### src/rtl/brj_pkg.sv
// Shared opcode encodings and instruction field positions for the branch/jump
// resolve pipeline. Nothing here depends on the datapath width.
package brj_pkg;

  localparam int INSTR_W   = 16;
  localparam int OPC_MSB   = 15;
  localparam int OPC_LSB   = 11;
  localparam int RS_MSB    = 10;
  localparam int RS_LSB    = 8;
  localparam int IMM8_MSB  = 7;
  localparam int IMM11_MSB = 10;

  typedef enum logic [4:0] {
    OP_J    = 5'b00100,
    OP_JR   = 5'b00101,
    OP_JAL  = 5'b00110,
    OP_JALR = 5'b00111,
    OP_BEQZ = 5'b01100,
    OP_BNEZ = 5'b01101,
    OP_BGEZ = 5'b01110,
    OP_BLTZ = 5'b01111
  } opcode_e;

endpackage

### src/rtl/brj_decode.sv
// Combinational decode of one instruction: branch/jump class, link write,
// taken condition and the candidate target address.
module brj_decode
  import brj_pkg::*;
#(
  parameter int WIDTH = 16
) (
  input  logic [INSTR_W-1:0] instr,
  input  logic [WIDTH-1:0]   pc_inc,
  input  logic [WIDTH-1:0]   rs_val,
  output logic               is_brj,
  output logic               link_wr,
  output logic               taken,
  output logic [WIDTH-1:0]   target
);

  opcode_e          opcode;
  logic [WIDTH-1:0] imm8_sx;
  logic [WIDTH-1:0] imm11_sx;
  logic             rs_zero;
  logic             rs_neg;

  assign opcode   = opcode_e'(instr[OPC_MSB:OPC_LSB]);
  assign imm8_sx  = {{(WIDTH-IMM8_MSB-1){instr[IMM8_MSB]}}, instr[IMM8_MSB:0]};
  assign imm11_sx = {{(WIDTH-IMM11_MSB-1){instr[IMM11_MSB]}}, instr[IMM11_MSB:0]};
  assign rs_zero  = (rs_val == '0);
  assign rs_neg   = rs_val[WIDTH-1];

  // NOTE: every output gets a default before the case so no path leaves it unassigned (no latch).
  always_comb begin
    is_brj  = 1'b0;
    link_wr = 1'b0;
    taken   = 1'b0;
    target  = pc_inc;
    case (opcode)
      OP_BEQZ: begin is_brj = 1'b1; taken = rs_zero;  target = pc_inc + imm8_sx; end
      OP_BNEZ: begin is_brj = 1'b1; taken = !rs_zero; target = pc_inc + imm8_sx; end
      OP_BGEZ: begin is_brj = 1'b1; taken = !rs_neg;  target = pc_inc + imm8_sx; end
      OP_BLTZ: begin is_brj = 1'b1; taken = rs_neg;   target = pc_inc + imm8_sx; end
      OP_J:    begin is_brj = 1'b1; taken = 1'b1; target = pc_inc + imm11_sx; end
      OP_JAL:  begin is_brj = 1'b1; taken = 1'b1; link_wr = 1'b1; target = pc_inc + imm11_sx; end
      OP_JR:   begin is_brj = 1'b1; taken = 1'b1; target = rs_val + imm8_sx; end
      OP_JALR: begin is_brj = 1'b1; taken = 1'b1; link_wr = 1'b1; target = rs_val + imm8_sx; end
      default: ;
    endcase
  end

endmodule

### src/rtl/brj_resolve_pipe.sv
// Two-stage branch/jump resolver: S1 holds decode results, S2 holds the
// resolved next PC and its mismatch against the fetch prediction.
module brj_resolve_pipe
  import brj_pkg::*;
#(
  parameter int WIDTH = 16,
  parameter int CNT_W = 16
) (
  input  logic               clk,
  input  logic               rst,
  input  logic               in_valid,
  output logic               in_ready,
  input  logic [INSTR_W-1:0] instr,
  input  logic [WIDTH-1:0]   pc_inc,
  input  logic [WIDTH-1:0]   rs_val,
  input  logic [WIDTH-1:0]   pred_npc,
  input  logic               flush,
  output logic               out_valid,
  input  logic               out_ready,
  output logic [WIDTH-1:0]   dest_addr,
  output logic               taken,
  output logic               is_brj,
  output logic               link_wr,
  output logic               redirect,
  output logic [CNT_W-1:0]   cnt_brj,
  output logic [CNT_W-1:0]   cnt_mispred
);

  logic             dec_is_brj, dec_link_wr, dec_taken;
  logic [WIDTH-1:0] dec_target;

  brj_decode #(.WIDTH(WIDTH)) u_decode (
    .instr   (instr),
    .pc_inc  (pc_inc),
    .rs_val  (rs_val),
    .is_brj  (dec_is_brj),
    .link_wr (dec_link_wr),
    .taken   (dec_taken),
    .target  (dec_target)
  );

  logic             s1_valid_q, s1_valid_d;
  logic             s1_is_brj_q, s1_is_brj_d;
  logic             s1_link_wr_q, s1_link_wr_d;
  logic             s1_taken_q, s1_taken_d;
  logic [WIDTH-1:0] s1_target_q, s1_target_d;
  logic [WIDTH-1:0] s1_pc_inc_q, s1_pc_inc_d;
  logic [WIDTH-1:0] s1_pred_q, s1_pred_d;

  logic             s2_valid_q, s2_valid_d;
  logic [WIDTH-1:0] dest_q, dest_d;
  logic             taken_q, taken_d;
  logic             is_brj_q, is_brj_d;
  logic             link_wr_q, link_wr_d;
  logic             redirect_q, redirect_d;
  logic [CNT_W-1:0] cnt_brj_q, cnt_brj_d;
  logic [CNT_W-1:0] cnt_mispred_q, cnt_mispred_d;

  logic             s1_load, s2_load, accept, out_xfer;
  logic [WIDTH-1:0] s1_dest;

  always_comb begin
    s2_load  = !s2_valid_q || out_ready;
    s1_load  = !s1_valid_q || s2_load;
    in_ready = rst && s1_load;
    accept   = in_valid && in_ready && !flush;
    out_xfer = s2_valid_q && out_ready;
    s1_dest  = s1_taken_q ? s1_target_q : s1_pc_inc_q;

    s1_valid_d    = s1_valid_q;
    s1_is_brj_d   = s1_is_brj_q;
    s1_link_wr_d  = s1_link_wr_q;
    s1_taken_d    = s1_taken_q;
    s1_target_d   = s1_target_q;
    s1_pc_inc_d   = s1_pc_inc_q;
    s1_pred_d     = s1_pred_q;
    s2_valid_d    = s2_valid_q;
    dest_d        = dest_q;
    taken_d       = taken_q;
    is_brj_d      = is_brj_q;
    link_wr_d     = link_wr_q;
    redirect_d    = redirect_q;
    cnt_brj_d     = cnt_brj_q;
    cnt_mispred_d = cnt_mispred_q;

    if (s1_load) begin
      s1_valid_d = accept;
      if (accept) begin
        s1_is_brj_d  = dec_is_brj;
        s1_link_wr_d = dec_link_wr;
        s1_taken_d   = dec_taken;
        s1_target_d  = dec_target;
        s1_pc_inc_d  = pc_inc;
        s1_pred_d    = pred_npc;
      end
    end

    // Output fields only move when S2 may load, which keeps them stable under a stall.
    if (s2_load) begin
      s2_valid_d = s1_valid_q;
      if (s1_valid_q) begin
        dest_d     = s1_dest;
        taken_d    = s1_taken_q;
        is_brj_d   = s1_is_brj_q;
        link_wr_d  = s1_link_wr_q;
        redirect_d = (s1_dest != s1_pred_q);
      end
    end

    if (flush) begin
      s1_valid_d = 1'b0;
      s2_valid_d = 1'b0;
    end

    if (out_xfer && is_brj_q && (cnt_brj_q != '1))
      cnt_brj_d = cnt_brj_q + CNT_W'(1);
    if (out_xfer && redirect_q && (cnt_mispred_q != '1))
      cnt_mispred_d = cnt_mispred_q + CNT_W'(1);
  end

  // NOTE: state registers use non-blocking assignments so every flop samples pre-edge values.
  always_ff @(posedge clk or negedge rst) begin
    if (!rst) begin
      s1_valid_q    <= 1'b0;
      s1_is_brj_q   <= 1'b0;
      s1_link_wr_q  <= 1'b0;
      s1_taken_q    <= 1'b0;
      s1_target_q   <= '0;
      s1_pc_inc_q   <= '0;
      s1_pred_q     <= '0;
      s2_valid_q    <= 1'b0;
      dest_q        <= '0;
      taken_q       <= 1'b0;
      is_brj_q      <= 1'b0;
      link_wr_q     <= 1'b0;
      redirect_q    <= 1'b0;
      cnt_brj_q     <= '0;
      cnt_mispred_q <= '0;
    end else begin
      s1_valid_q    <= s1_valid_d;
      s1_is_brj_q   <= s1_is_brj_d;
      s1_link_wr_q  <= s1_link_wr_d;
      s1_taken_q    <= s1_taken_d;
      s1_target_q   <= s1_target_d;
      s1_pc_inc_q   <= s1_pc_inc_d;
      s1_pred_q     <= s1_pred_d;
      s2_valid_q    <= s2_valid_d;
      dest_q        <= dest_d;
      taken_q       <= taken_d;
      is_brj_q      <= is_brj_d;
      link_wr_q     <= link_wr_d;
      redirect_q    <= redirect_d;
      cnt_brj_q     <= cnt_brj_d;
      cnt_mispred_q <= cnt_mispred_d;
    end
  end

  assign out_valid   = s2_valid_q;
  assign dest_addr   = dest_q;
  assign taken       = taken_q;
  assign is_brj      = is_brj_q;
  assign link_wr     = link_wr_q;
  assign redirect    = s2_valid_q && redirect_q;
  assign cnt_brj     = cnt_brj_q;
  assign cnt_mispred = cnt_mispred_q;

endmodule

### config.mk
export PLATFORM = sky130hd
export DESIGN_NAME = brj_resolve_pipe
export DESIGN_NICKNAME = d
export VERILOG_FILES = /design/src/rtl/brj_pkg.sv /design/src/rtl/brj_decode.sv /design/src/rtl/brj_resolve_pipe.sv
export SDC_FILE = /design/constraint.sdc
export NUM_CORES = 1
export LEC_CHECK = 0
export CORE_ASPECT_RATIO = 0.5
export CORE_MARGIN = 2
export CORE_UTILIZATION = 50
export DETAILED_ROUTE_END_ITERATION = 8
export PLACE_DENSITY = 0.78
export SETUP_SLACK_MARGIN = 0.2
export SYNTH_ARGS = -nofsm -noshare
export SYNTH_HDL_FRONTEND = slang
export SYNTH_HIERARCHICAL = 1
export SYNTH_SLANG_ARGS = --single-unit
### constraint.sdc
create_clock -name clk -period 1.9 [get_ports clk]
set_input_delay 0.475 -clock clk [delete_from_list [all_inputs] [get_ports clk]]
set_output_delay 0.475 -clock clk [all_outputs]
set_load 0.02 [all_outputs]
* Word-level counts from Yosys, hierarchy flattened
Cells that the tools add are included.
** Storage, ports and cells
- Register bits after elaboration :: 105
- Output and inout port bits :: 54
** Operators by class
- $add $sub $neg :: 5
- Eq/ne operators :: 11
- Muxes and demuxes :: 9
- Reductions and logical operators :: 27
** Operators by type and width (count)
- $add A16 B16 Y16 :: 3
- $pmux W16 S3 :: 1
- $add A16 B1 Y16 const B :: 2
- $ne A16 B16 Y1 const B :: 2
- $eq A5 B3 Y1 const B :: 4
- $eq A5 B4 Y1 const B :: 4
- $logic_not A16 Y1 :: 1
- $mux W16 :: 1
- $ne A16 B16 Y1 :: 1
- $logic_and A1 B1 Y1 :: 9
- $reduce_or A4 Y1 :: 2
- $reduce_or A8 Y1 :: 1
- $mux W1 :: 6
- $reduce_or A2 Y1 :: 3
- $logic_not A1 Y1 :: 5
- $pmux W1 S5 :: 1
- $reduce_and A2 Y1 :: 2
- $reduce_bool A2 Y1 :: 2
- $logic_or A1 B1 Y1 :: 2

* Logic depth before layout (Yosys ltp)
Gate-level depths: netlist of the first run.
- Depth in word-level cells :: 8
- Depth in mapped cells :: 12
- Depth with buffers taken out :: 12

* Modules after synthesis
The synthesis of the first run kept the hierarchy.
** By module, submodules not included
- brj_resolve_pipe :: instances 1, cells an instance 351, area each 4568.1 µm², sequential area each 2627.5 µm²
- brj_decode :: instances 1, cells an instance 282, area each 2088.3 µm², sequential area each 0.0 µm²

* Worst setup path after synthesis of the first run
No wires, ideal clock.
- Path type :: in2reg
- Start point :: input port instr[15]
- End point :: register s1_target_q[13]
- Library setup time :: 0.128 ns
- Arrival time :: 3.334 ns
- Required time :: 1.772 ns
- Path slack :: -1.562 ns
- Cell stages on the path :: 12
- Buffers on the path :: 1
- Cell sequence :: nand2b_4 > nor3b_2 > buf_2 > mux2_2 > ha_1 > o211ai_1 > o21ai_0 > a211oi_1 > o311a_1 > a21oi_1 > o211ai_1 > mux2_1
** Between the ends
- Longest elaborated chain between the ends :: 3
- Elaborated cells between the ends (all ways) :: 12
- Those cells by class :: 8 x eq/ne; 1 x mux; 3 x reduce/logical
** RTL lines
- start, declared :: RTL line brj_resolve_pipe.sv:13 : input logic [INSTR_W-1:0] instr,
- $eq A5 B4 Y1 / $eq A5 B3 Y1 (equally long branches) :: RTL line brj_decode.sv:35 : case (opcode)
- $reduce_or A4 Y1 (no line) / $reduce_or A2 Y1 (equally long branches)
- $pmux W16 S3 * :: RTL line brj_decode.sv:35
- named net dec_target[13] :: RTL line brj_resolve_pipe.sv:30 : logic [WIDTH-1:0] dec_target;
- end signal, assigned :: RTL line brj_resolve_pipe.sv:144 : s1_target_q <= s1_target_d;
- end, declared :: RTL line brj_resolve_pipe.sv:46 : logic [WIDTH-1:0] s1_target_q, s1_target_d;
The timed path passes the listed nets; every way through them passes the cells marked *.
A chain may end at the register's enable or synchronous reset.

* Final worst setup path of the first run
- Start point :: input port instr[15]
- End point :: register s1_target_q[11]
The elaborated chain is that of the path after synthesis.

==> results.sh, run 1 <==
export IMPL_synth_distinct_cells=73
export IMPL_synthesis_yosys_warnings=6
export IMPL_yosys_area_top_type_share=0.395
export IMPL_grt_first_pass_wirelength_um=31200
export IMPL_power_density_mw_per_mm2=757
export IMPL_critPathMaxStageDelay_ns=0.32
export IMPL_placed_cell_area_mm2=0.00910
export IMPL_cp_required_ns=2.14
export IMPL_worst_slew_pin_slew_ns=0.547
export IMPL_clk_latency_ns=0.35
export IMPL_critical_path_n_buffers_inverters=4
export IMPL_drt_pass1_iter_count=7
export IMPL_synthTopCellsByArea="sky130_fd_sc_hd__dfrtp_1 39%, sky130_fd_sc_hd__mux2_1 8.6%, sky130_fd_sc_hd__ha_1 6.6%, sky130_fd_sc_hd__xor2_1 4.9%, sky130_fd_sc_hd__xnor2_1 4.2%"
export IMPL_synth_cells=633
export IMPL_numClockSinks=105
export IMPL_core_area_mm2=0.0128
export IMPL_reg2reg_to="redirect_q$_DFFE_PN0P_"
export IMPL_total_leakage_power_nw=4.88
export IMPL_fillCellCount=774
export IMPL_critPathTopFamily="compound AO/OA/AOI/OAI gates"
export IMPL_crit_chain="buf_6 -> nand2b_4 -> nor3b_4 -> buf_4 -> mux2_4 -> ha_4 -> buf_6 -> a211oi_4 -> o211ai_1 -> a31oi_1 -> buf_4 -> xor2_2 -> nor2_1 -> a221o_1 -> mux2_4"
export IMPL_fin_crit_share=1.66
export IMPL_worst_ep_arrival_time_ns=3.39
export IMPL_antenna_diode_count=0
export IMPL_vdd_ir_drop_max_mv=0.646
export IMPL_grt_total_ovfl=0
export IMPL_post_route_cells_drive_above_1_share=0.412
export IMPL_synthFlopType="sky130_fd_sc_hd__dfrtp_1"
export IMPL_synthesis_area_mm2=0.00666
export IMPL_start_util=0.518
export IMPL_drt_antenna_violating_nets=0
export IMPL_die_extent_in_y_um=85.6
export IMPL_floorplan_io_pins=123
export IMPL_ff2ff_path_depth=6
export IMPL_finish_utilization=0.822
export IMPL_wl_per_cell_um=20.9
export IMPL_buffer_ports_inserted=122
export IMPL_synthArstFlopShare=1.00
export IMPL_gp_congestion=0.941
export IMPL_rrSetupSlack_ns=0.10
export IMPL_critical_path_slowest_cell="sky130_fd_sc_hd__mux2_4"
export IMPL_skew_ns=0.00663
export IMPL_sequential_cell_area_mm2=0.00264
export IMPL_cts_tree="built"
export IMPL_violated_checks="DRC, setup timing"
export IMPL_commonest_cells_after_routing_fill_and_taps_aside="130 x sky130_fd_sc_hd__buf_4, 98 x sky130_fd_sc_hd__dfrtp_1, 62 x sky130_fd_sc_hd__dlygate4sd2_1"
export IMPL_die_x_um=167
export IMPL_ctsRootBufferMaster="sky130_fd_sc_hd__clkbuf_16"
export IMPL_vias=6287
export IMPL_synth_net_count=739
export IMPL_reg2reg_from="s1_taken_q$_DFFE_PN0P_"
export IMPL_cts_htree_levels=3
export IMPL_rows=29
export IMPL_drt_initial_drc_count=539
export IMPL_hp_class="input pin to async pin"
export IMPL_post_synth_cell_area_avg_um2=10.5
export IMPL_synth_seq_area_share=0.395
export IMPL_final_report_max_slew_violation_count=0
export IMPL_grt_setup_unrepaired="true"
export IMPL_setup_violations_final=16
export IMPL_hold_violations=0
export IMPL_vias_per_inst=5.86
export IMPL_route_detailed_drc=8
export IMPL_criticalPathCategory="input pin to flop"
export IMPL_antenna_violations_before_repair=0
export IMPL_post_synth_top_area_cell="sky130_fd_sc_hd__dfrtp_1"
export IMPL_route_final_wire_length_um=22500
export IMPL_place_detailed_hpwl_um=14800
export IMPL_crit_fanout=4
export IMPL_cp_start_kind="input pin"
export IMPL_flow_area_growth_from_synthesis_pct=58.5
export IMPL_number_of_cts_inserted_buffers=9
export IMPL_critPathCaptureType="flop"
export IMPL_finalNetCount=1004
export IMPL_fin_ws_ns=-1.25
export IMPL_number_of_enable_type_register_cells_in_the_synthesized_netlist=0
export IMPL_status="complete, but fails checks"
export IMPL_ctsLongestPathBuffers=2
export IMPL_gr_usage_all_layers=0.278
export IMPL_final_cell_area_mm2=0.0106
export IMPL_layout_commonest_cell="sky130_fd_sc_hd__buf_4"
export IMPL_clock_fmax_mhz=317
export IMPL_total_stage_count_of_the_critical_path=15
export IMPL_setup_total_negative_slack_ns=-15.12
export IMPL_worst_hold_slack_ns=0.204
export IMPL_post_place_ws_ns=-1.86
export IMPL_max_cap_viol_count=0
export IMPL_dieArea_mm2=0.0143
export IMPL_number_of_global_route_vias_before_repair=6105
export IMPL_worst_setup_hold_path_clk_slew_ns=0.07
export IMPL_finalCriticalPeriod_ns=3.15
export IMPL_count_of_state_elements_after_synthesis=105
export IMPL_post_cts_hold_buffer_count=0
export IMPL_max_slew_margin=0.626
export IMPL_grt_max_degree=106
export IMPL_multi_input_area_mm2=0.00494
[where the power goes]
group	leakage, nW	internal, mW	switching [mW]
clock	0.142	1.04	0.855
sequential	1.29	2.61	0.362
combinational	3.45	1.61	1.51
[worst max-delay path by stage]
| stage | from | endpoint |
|---|---|---|
| after floorplan | instr[14] | s1_target_q[13]$_DFFE_PN0P_ |
| after global placement | instr[13] | s1_target_q[13]$_DFFE_PN0P_ |
| after detailed placement | instr[13] | s1_target_q[13]$_DFFE_PN0P_ |
| after CTS | instr[15] | s1_target_q[11]$_DFFE_PN0P_ |
| after global routing | instr[15] | s1_target_q[11]$_DFFE_PN0P_ |
| final | instr[15] | s1_target_q[11]$_DFFE_PN0P_ |
[synthesized netlist by cell type (4+ instances only)]
master                     instances
sky130_fd_sc_hd__a211oi_1          4
sky130_fd_sc_hd__inv_1             4
sky130_fd_sc_hd__nor3b_1           4
sky130_fd_sc_hd__xor2_1           37
sky130_fd_sc_hd__mux2_2           20
sky130_fd_sc_hd__mux2i_1          19
sky130_fd_sc_hd__nor2_1           46
sky130_fd_sc_hd__o211ai_1          4
sky130_fd_sc_hd__dfrtp_1         105
sky130_fd_sc_hd__buf_4             6
sky130_fd_sc_hd__a21oi_1          49
sky130_fd_sc_hd__mux2_1           51
sky130_fd_sc_hd__ha_1             35
sky130_fd_sc_hd__and2_1            5
sky130_fd_sc_hd__o21a_1            6
sky130_fd_sc_hd__a31oi_1           6
sky130_fd_sc_hd__nand3_1          16
sky130_fd_sc_hd__nand4_1          11
sky130_fd_sc_hd__o21ai_0          24
sky130_fd_sc_hd__nand2_1          49
sky130_fd_sc_hd__and3_1            9
sky130_fd_sc_hd__nor3_1            8
sky130_fd_sc_hd__xnor2_1          32
sky130_fd_sc_hd__a21o_1            9
[timing repair]
action	in CTS	in global routing
buffers inserted	9	10
pin swaps	58	45
resized for setup	199	113
gates cloned	0	4
setup endpoints to repair	119	48
[stage by stage]
| stage | instances | power [mW] |
|---|---|---|
| 2_1_floorplan | 633 | 4.20 |
| 3_3_place_gp | 1034 | 5.29 |
| 3_5_place_dp | 1034 | 5.37 |
| 4_1_cts | 1059 | 7.39 |
| 5_1_grt | 1073 | 8.30 |
| 6_report | 1073 | 7.98 |
[cell families after synthesis]
logic type / Yosys count / synth area share
and+or+nand+nor: 174 / 0.135
AOI/OAI and AO/OA: 133 / 0.133
DFF: 105 / 0.395
muxes: 91 / 0.151
xor gates and xnor gates: 69 / 0.0908
adders and majority gates: 37 / 0.0718
buffers and inverters: 24 / 0.0242
[state kept, by name (all words and copies together), names as in the netlist]
signal	count
cnt_brj	16
cnt_mispred	16
dest_addr	16
s1_pc_inc_q	16
s1_pred_q	16
s1_target_q	16
is_brj	1
link_wr	1
out_valid	1
redirect_q	1
s1_is_brj_q	1
s1_link_wr_q	1
s1_taken_q	1
s1_valid_q	1
taken	1
[cell type report]
class | count | area share
sequential | 105 | 0.250
timing repair buffer | 274 | 0.232
inverter | 4 | 0.00142
tap | 170 | 0.0202
clock inverter | 5 | 0.00593
clock buffer | 11 | 0.0221
multi-input combinational | 504 | 0.468
[metal layers]
layer  track usage  vias to the layer above  wire length, um
met5             0                        -                0
met4        0.0775                        0              437
met3        0.0425                       40             1450
met2         0.470                      268            10800
met1         0.378                     3151             9790
li1              -                     2828                -
No activity file was read; power rests on OpenSTA's default activity.
==> run 2: changes to the inputs <==
Settings changed: CAP_MARGIN from default to 20, CORE_ASPECT_RATIO 0.5 to default.
==> run 2 against run 1 <==
Net effect:
- sequential cell count unchanged
- the flow finishes with violations (setup timing)
- maximum frequency is 6.2% higher
- non-clock buffer count unchanged
==> results.sh, run 2 (same netlist as run 1, synthesis figures left out) <==
export IMPL_flow_area_growth_from_synthesis_pct=54.8
export IMPL_ff2ff_path_depth=6
export IMPL_fin_crit_share=1.56
export IMPL_total_leakage_power_nw=4.82
export IMPL_reg2reg_to="redirect_q$_DFFE_PN0P_"
export IMPL_status="complete, but fails checks"
export IMPL_hp_class="input pin to async pin"
export IMPL_route_detailed_drc=0
export IMPL_worst_slew_pin_slew_ns=0.551
export IMPL_die_extent_in_y_um=119
export IMPL_fin_ws_ns=-1.07
export IMPL_drt_pass1_iter_count=5
export IMPL_buffer_ports_inserted=122
export IMPL_drt_antenna_violating_nets=0
export IMPL_gr_usage_all_layers=0.268
export IMPL_ctsLongestPathBuffers=2
export IMPL_hold_violations=0
export IMPL_p_seq_frac=0.388
export IMPL_clock_fmax_mhz=337
export IMPL_crit_start="instr[15]"
export IMPL_grt_total_ovfl=0
export IMPL_dp_cells=1045
export IMPL_grt_setup_unrepaired="true"
export IMPL_clk_latency_ns=0.34
export IMPL_power_frac_clock=0.231
export IMPL_number_of_global_route_vias_before_repair=6205
export IMPL_max_cap_viol_count=0
export IMPL_p_comb_frac=0.380
export IMPL_power_switching_fraction=0.334
export IMPL_total_power_mw=7.57
export IMPL_final_instance_count_excl_fill=1080
export IMPL_wl_per_cell_um=19.8
export IMPL_ctsRootBufferMaster="sky130_fd_sc_hd__clkbuf_16"
export IMPL_critical_path_endpoint="s1_target_q[13]$_DFFE_PN0P_"
export IMPL_cp_required_ns=2.13
export IMPL_drt_initial_drc_count=411
export IMPL_final_report_max_slew_violation_count=0
export IMPL_rrSetupSlack_ns=0.08
export IMPL_gp_congestion=0.952
export IMPL_route_final_wire_length_um=21300
export IMPL_place_detailed_hpwl_um=14400
export IMPL_grt_max_degree=106
export IMPL_commonest_cells_after_routing_fill_and_taps_aside="132 x sky130_fd_sc_hd__buf_4, 99 x sky130_fd_sc_hd__dfrtp_1, 62 x sky130_fd_sc_hd__dlygate4sd2_1"
export IMPL_worst_setup_hold_path_clk_slew_ns=0.07
export IMPL_dieArea_mm2=0.0143
export IMPL_grt_first_pass_wirelength_um=30600
export IMPL_start_util=0.507
export IMPL_finalNetCount=1005
export IMPL_rows=42
export IMPL_power_density_mw_per_mm2=735
export IMPL_crit_fanout=6
export IMPL_vias_per_inst=5.77
export IMPL_critPathCaptureType="flop"
export IMPL_finalCriticalPeriod_ns=2.97
export IMPL_fillCellCount=751
export IMPL_finish_utilization=0.784
export IMPL_vias=6231
export IMPL_cts_tree="built"
export IMPL_p_sw_mw=2.53
export IMPL_floorplan_io_pins=123
export IMPL_post_cts_hold_buffer_count=0
export IMPL_criticalPathCategory="input pin to flop"
export IMPL_die_x_um=119
export IMPL_skew_ns=0.00697
export IMPL_max_slew_margin=0.633
export IMPL_p_int_mw=5.05
export IMPL_worst_ep_arrival_time_ns=3.20
export IMPL_violated_checks="setup timing"
export IMPL_reg2reg_from="s1_taken_q$_DFFE_PN0P_"
export IMPL_cts_htree_levels=3
export IMPL_cp_start_kind="input pin"
export IMPL_antenna_violations_before_repair=0
export IMPL_post_route_cells_drive_above_1_share=0.383
export IMPL_vdd_ir_drop_max_mv=0.429
export IMPL_number_of_cts_inserted_buffers=9
export IMPL_core_area_mm2=0.0131
export IMPL_numClockSinks=105
export IMPL_setup_violations_final=15
export IMPL_layout_commonest_cell="sky130_fd_sc_hd__buf_4"
export IMPL_antenna_diode_count=0
run 2: per-stage QoR:
step	setup TNS, ns	worst slack, ns	instance area, um2	hold slack (ns)
after floorplan	-15.68	-1.23	6800	0.179
after global placement	-40.52	-1.71	9140	0.473
after detailed placement	-41.85	-1.78	9140	0.482
after CTS	-12.11	-1.00	9790	0.248
after global routing	-14.13	-1.17	10300	0.270
final	-12.70	-1.07	10300	0.203
run 2: cell type report:
| cell class | instances | area [um2] | share of cell area |
|---|---|---|---|
| Timing Repair Buffer | 274 | 2440 | 0.237 |
| Inverter | 4 | 15.0 | 0.00146 |
| Sequential cell | 105 | 2640 | 0.256 |
| Multi-Input combinational cell | 505 | 4710 | 0.458 |
| Clock buffer | 14 | 264 | 0.0256 |
| Tap cell | 176 | 220 | 0.0214 |
| Clock inverter | 2 | 12.5 | 0.00121 |
run 2: power groups by stage:
stage	Clock, mW	Sequential, mW	Combinational, mW
final	1.75	2.94	2.88
after global routing	1.85	2.97	3.07
after CTS	1.75	2.87	2.57
after detailed placement	0	2.91	2.47
after global placement	0	2.87	2.40
after floorplan	0	3.02	1.18
run 2: routing by layer:
metal / up-vias / wire, um / global-route usage
met2: 250 / 10900 / 0.479
li1: 2846 / - / -
met3: 44 / 1120 / 0.0297
met4: 0 / 591 / 0.0904
met1: 3091 / 8690 / 0.337
met5: - / 0 / 0
run 2: worst min path at each step:
stage,end,depth (start not counted)
after floorplan,cnt_brj[0]$_DFFE_PN0P_,0
after global placement,s1_target_q[3]$_DFFE_PN0P_,1
after detailed placement,s1_pc_inc_q[4]$_DFFE_PN0P_,1
after CTS,cnt_mispred[1]$_DFFE_PN0P_,2
after global routing,cnt_mispred[4]$_DFFE_PN0P_,2
final,s1_valid_q$_DFFE_PN0P_,2
run 2: repair_timing:
item	4_1_cts	5_1_grt
pin swaps	45	31
setup buffers	5	7
endpoints found under the setup margin	125	78
resized for setup	187	85
gates cloned	0	7
run 2: critical path, cell delays in order:
cell and delay (ns):
sky130_fd_sc_hd__buf_6 0.09, sky130_fd_sc_hd__nand2b_4 0.14, sky130_fd_sc_hd__nor3b_4 0.18, sky130_fd_sc_hd__buf_6 0.16, sky130_fd_sc_hd__buf_6 0.12, sky130_fd_sc_hd__mux2_4 0.32, sky130_fd_sc_hd__ha_4 0.28, sky130_fd_sc_hd__o211ai_1 0.12
sky130_fd_sc_hd__buf_4 0.16, sky130_fd_sc_hd__o21ai_2 0.17, sky130_fd_sc_hd__a211oi_1 0.12, sky130_fd_sc_hd__o311a_1 0.34, sky130_fd_sc_hd__a21oi_1 0.13, sky130_fd_sc_hd__o211ai_1 0.10, sky130_fd_sc_hd__mux2_1 0.29
==> patch: new RTL, settings of run 1 <==
Reset style: synchronous (`rst`), changed in one clocked block.
--- a/src/rtl/brj_resolve_pipe.sv
+++ b/src/rtl/brj_resolve_pipe.sv
@@ -119,7 +119,7 @@
   end
 
   // NOTE: state registers use non-blocking assignments so every flop samples pre-edge values.
-  always_ff @(posedge clk or negedge rst) begin
+  always_ff @(posedge clk) begin
     if (!rst) begin
       s1_valid_q    <= 1'b0;
       s1_is_brj_q   <= 1'b0;
Check against the original RTL: differs if rst is asserted again (counterexample within 4 cycles, from zero or initial values and one cycle with rst low); with rst held inactive, the same outputs for 10 cycles.
==> patch against run 1 <==
- the flow finishes with violations (setup timing)
- first-iteration DRC count up 22%
- core utilization down 1.7 points
- final area down 3.4%
- power down 26%
- synthesized cell count up 26%
- wire length up 1.6%
- largest power group is now registers
- sequential cell count unchanged
- setup slack better by 0.20 ns
- combinational power down 41%
- synthesized area down 2.4%
- highest routed layer unchanged
==> patch: results (changes against run 1) <==
- The peak supply drop came to 0.0005706 V (was 0.0006461 V).
- The largest net degree at the start of global routing is 59 (was 106).
- The global-route wire length before repair was 32490 um (was 31200 um).
- The sequential-cell power consumption is 2.35 mW (was 2.97 mW).
- The fraction of registers with async set/reset is 0% (was 100.0%).
- The via count of the first global-routing pass is 6661 (was 6105).
- The final weighted congestion in routability-driven placement was 0.9409 (was 0.9408).
- The total length of routed wires came to 22820 um (was 22450 um).
- The filler-free cell count of the finished design was 1230 (was 1073).
- The number of fill cells is 846 (was 774).
- The leakage component of the power is 4.192 nW (was 4.884 nW).
- Violated checks: setup timing (was DRC, setup timing).
- The number of distinct library cells after synthesis is 74 (was 73).
- The clock skew is 0.01052 ns (was 0.006627 ns).
- The share of final-layout standard cells stronger than drive strength 1 came to 31.70% (was 41.20%).
- The post-placement cell area is 8976 um^2 (was 9102 um^2).
- The count of flip-flops with a built-in enable after synthesis is 0 (unchanged).
- The data arrival time at the worst-slack endpoint was 3.19 ns (was 3.39 ns).
- The setup slack at placement is -1.766 ns (was -1.862 ns).
- Leading cell types by total area after synthesis: dfxtp_1 (32%), nand2_1 (8.4%), ha_1 (6.7%) (was dfrtp_1 (39%), mux2_1 (8.6%), ha_1 (6.6%)).
- The clock root buffer is clkbuf_16 (unchanged).
- The worst-margin pin slew is 0.6107 ns (was 0.5474 ns).
- The cell count after synthesis is 799 (was 633).
- The flip-flop cell with the highest count after synthesis is dfxtp_1 (was dfrtp_1).
- The detailed-placement wirelength estimate was 14920 um (was 14810 um).
- The part of the Yosys area used for sequential elements is 32.35% (was 39.47%).
- The power share of the clock group is 29.4% (was 23.7%).
- The switching share of power is 31.05% (was 34.21%).
- The final worst slack is -1.054 ns (was -1.253 ns).
- The cell depth of the worst min-delay path is 2.
- The number of DRC markers in iteration 0 is 658 (was 539).
- The number of failing setup endpoints in the final timing report is 15 (was 16).
- The maximum clock path buffer count is 2 (unchanged).
- The setup TNS is -12.64 ns (was -15.12 ns).
- The dominant cell by count in the synthesized netlist was nand2_1 (was dfrtp_1).
- The overall global routing resource usage was 29.15% (was 27.79%).
- The length of the first detailed-routing pass in iterations came to 6 (was 7).
- The end-of-flow core utilization is 80.49% (was 82.15%).
- The worst min-delay path category is reg -> reg (was in -> async).
- The synthesized netlist net count is 905 (was 739).
- The switching component of the power came to 1.840 mW (was 2.732 mW).
- Run status: finished, violations left (unchanged).
- The clock transition at the registers of the reported paths is 0.08 ns.
- Top cells by count, synth: nand2_1 (146), dfxtp_1 (105), nor2_1 (69) (was dfrtp_1 (105), mux2_1 (51), a21oi_1 (49), nand2_1 (49), nor2_1 (46)).
- The via count is 7167 (was 6287).
-- patch: cell type report --
class                      count  area share [%]
tap                          170           2.087
sequential                   105           20.82
inverter                       9          0.3315
clock inverter                 6          0.4910
clock buffer                   9           2.210
timing repair buffer         285           24.75
multi-input combinational    646           49.31
-- patch: routing by layer --
layer	vias up	wire length (um)	GRT usage, %
met2	304	11410	51.93
li1	3357	-	-
met5	-	0	0
met4	0	589	5.375
met1	3436	9562	38.08
met3	70	1263	3.903
-- patch: cells by family (layout without fill, tap and decap cells) --
group / count (synthesis) / count (layout) / synth area share, %
AOI/OAI and AO/OA: 193 / 193 / 18.68
xor gates and xnor gates: 64 / 64 / 8.627
adders and majority gates: 37 / 37 / 7.356
buffers and inverters: 48 / 309 / 3.678
DFF: 105 / 105 / 32.35
muxes: 40 / 40 / 6.451
and+or+nand+nor: 312 / 312 / 22.86
-- patch: path summary, 6_finish.rpt --
check / startpoint / to / slack, ns
hold reg to reg: s1_pred_q[8] / s1_pred_q[8] / 0.47
hold / removal: s1_pred_q[8] / s1_pred_q[8] / 0.47
setup / recovery: instr[15] / s1_target_q[11] / -1.05
setup reg to reg: cnt_brj[11] / cnt_brj[5] / 0.16
-- patch: critical path: stages --
cell and delay, ns:
buf_6 0.09, nand2b_4 0.14, nor3b_4 0.19, buf_6 0.15, buf_6 0.14, mux2_4 0.31, ha_4 0.24, o211ai_1 0.36
o211ai_1 0.19, a31oi_2 0.26, xor2_1 0.18, nor2_1 0.08, a221o_1 0.26, nand2_1 0.06, o21ai_1 0.06
-- patch: timing repair --
| action | in CTS | in global routing |
|---|---|---|
| gates resized for setup | 182 | 63 |
| endpoints found under the setup margin | 100 | 44 |
| buffers inserted | 10 | 11 |
| pin swaps | 45 | 42 |
| cloned | 2 | 1 |
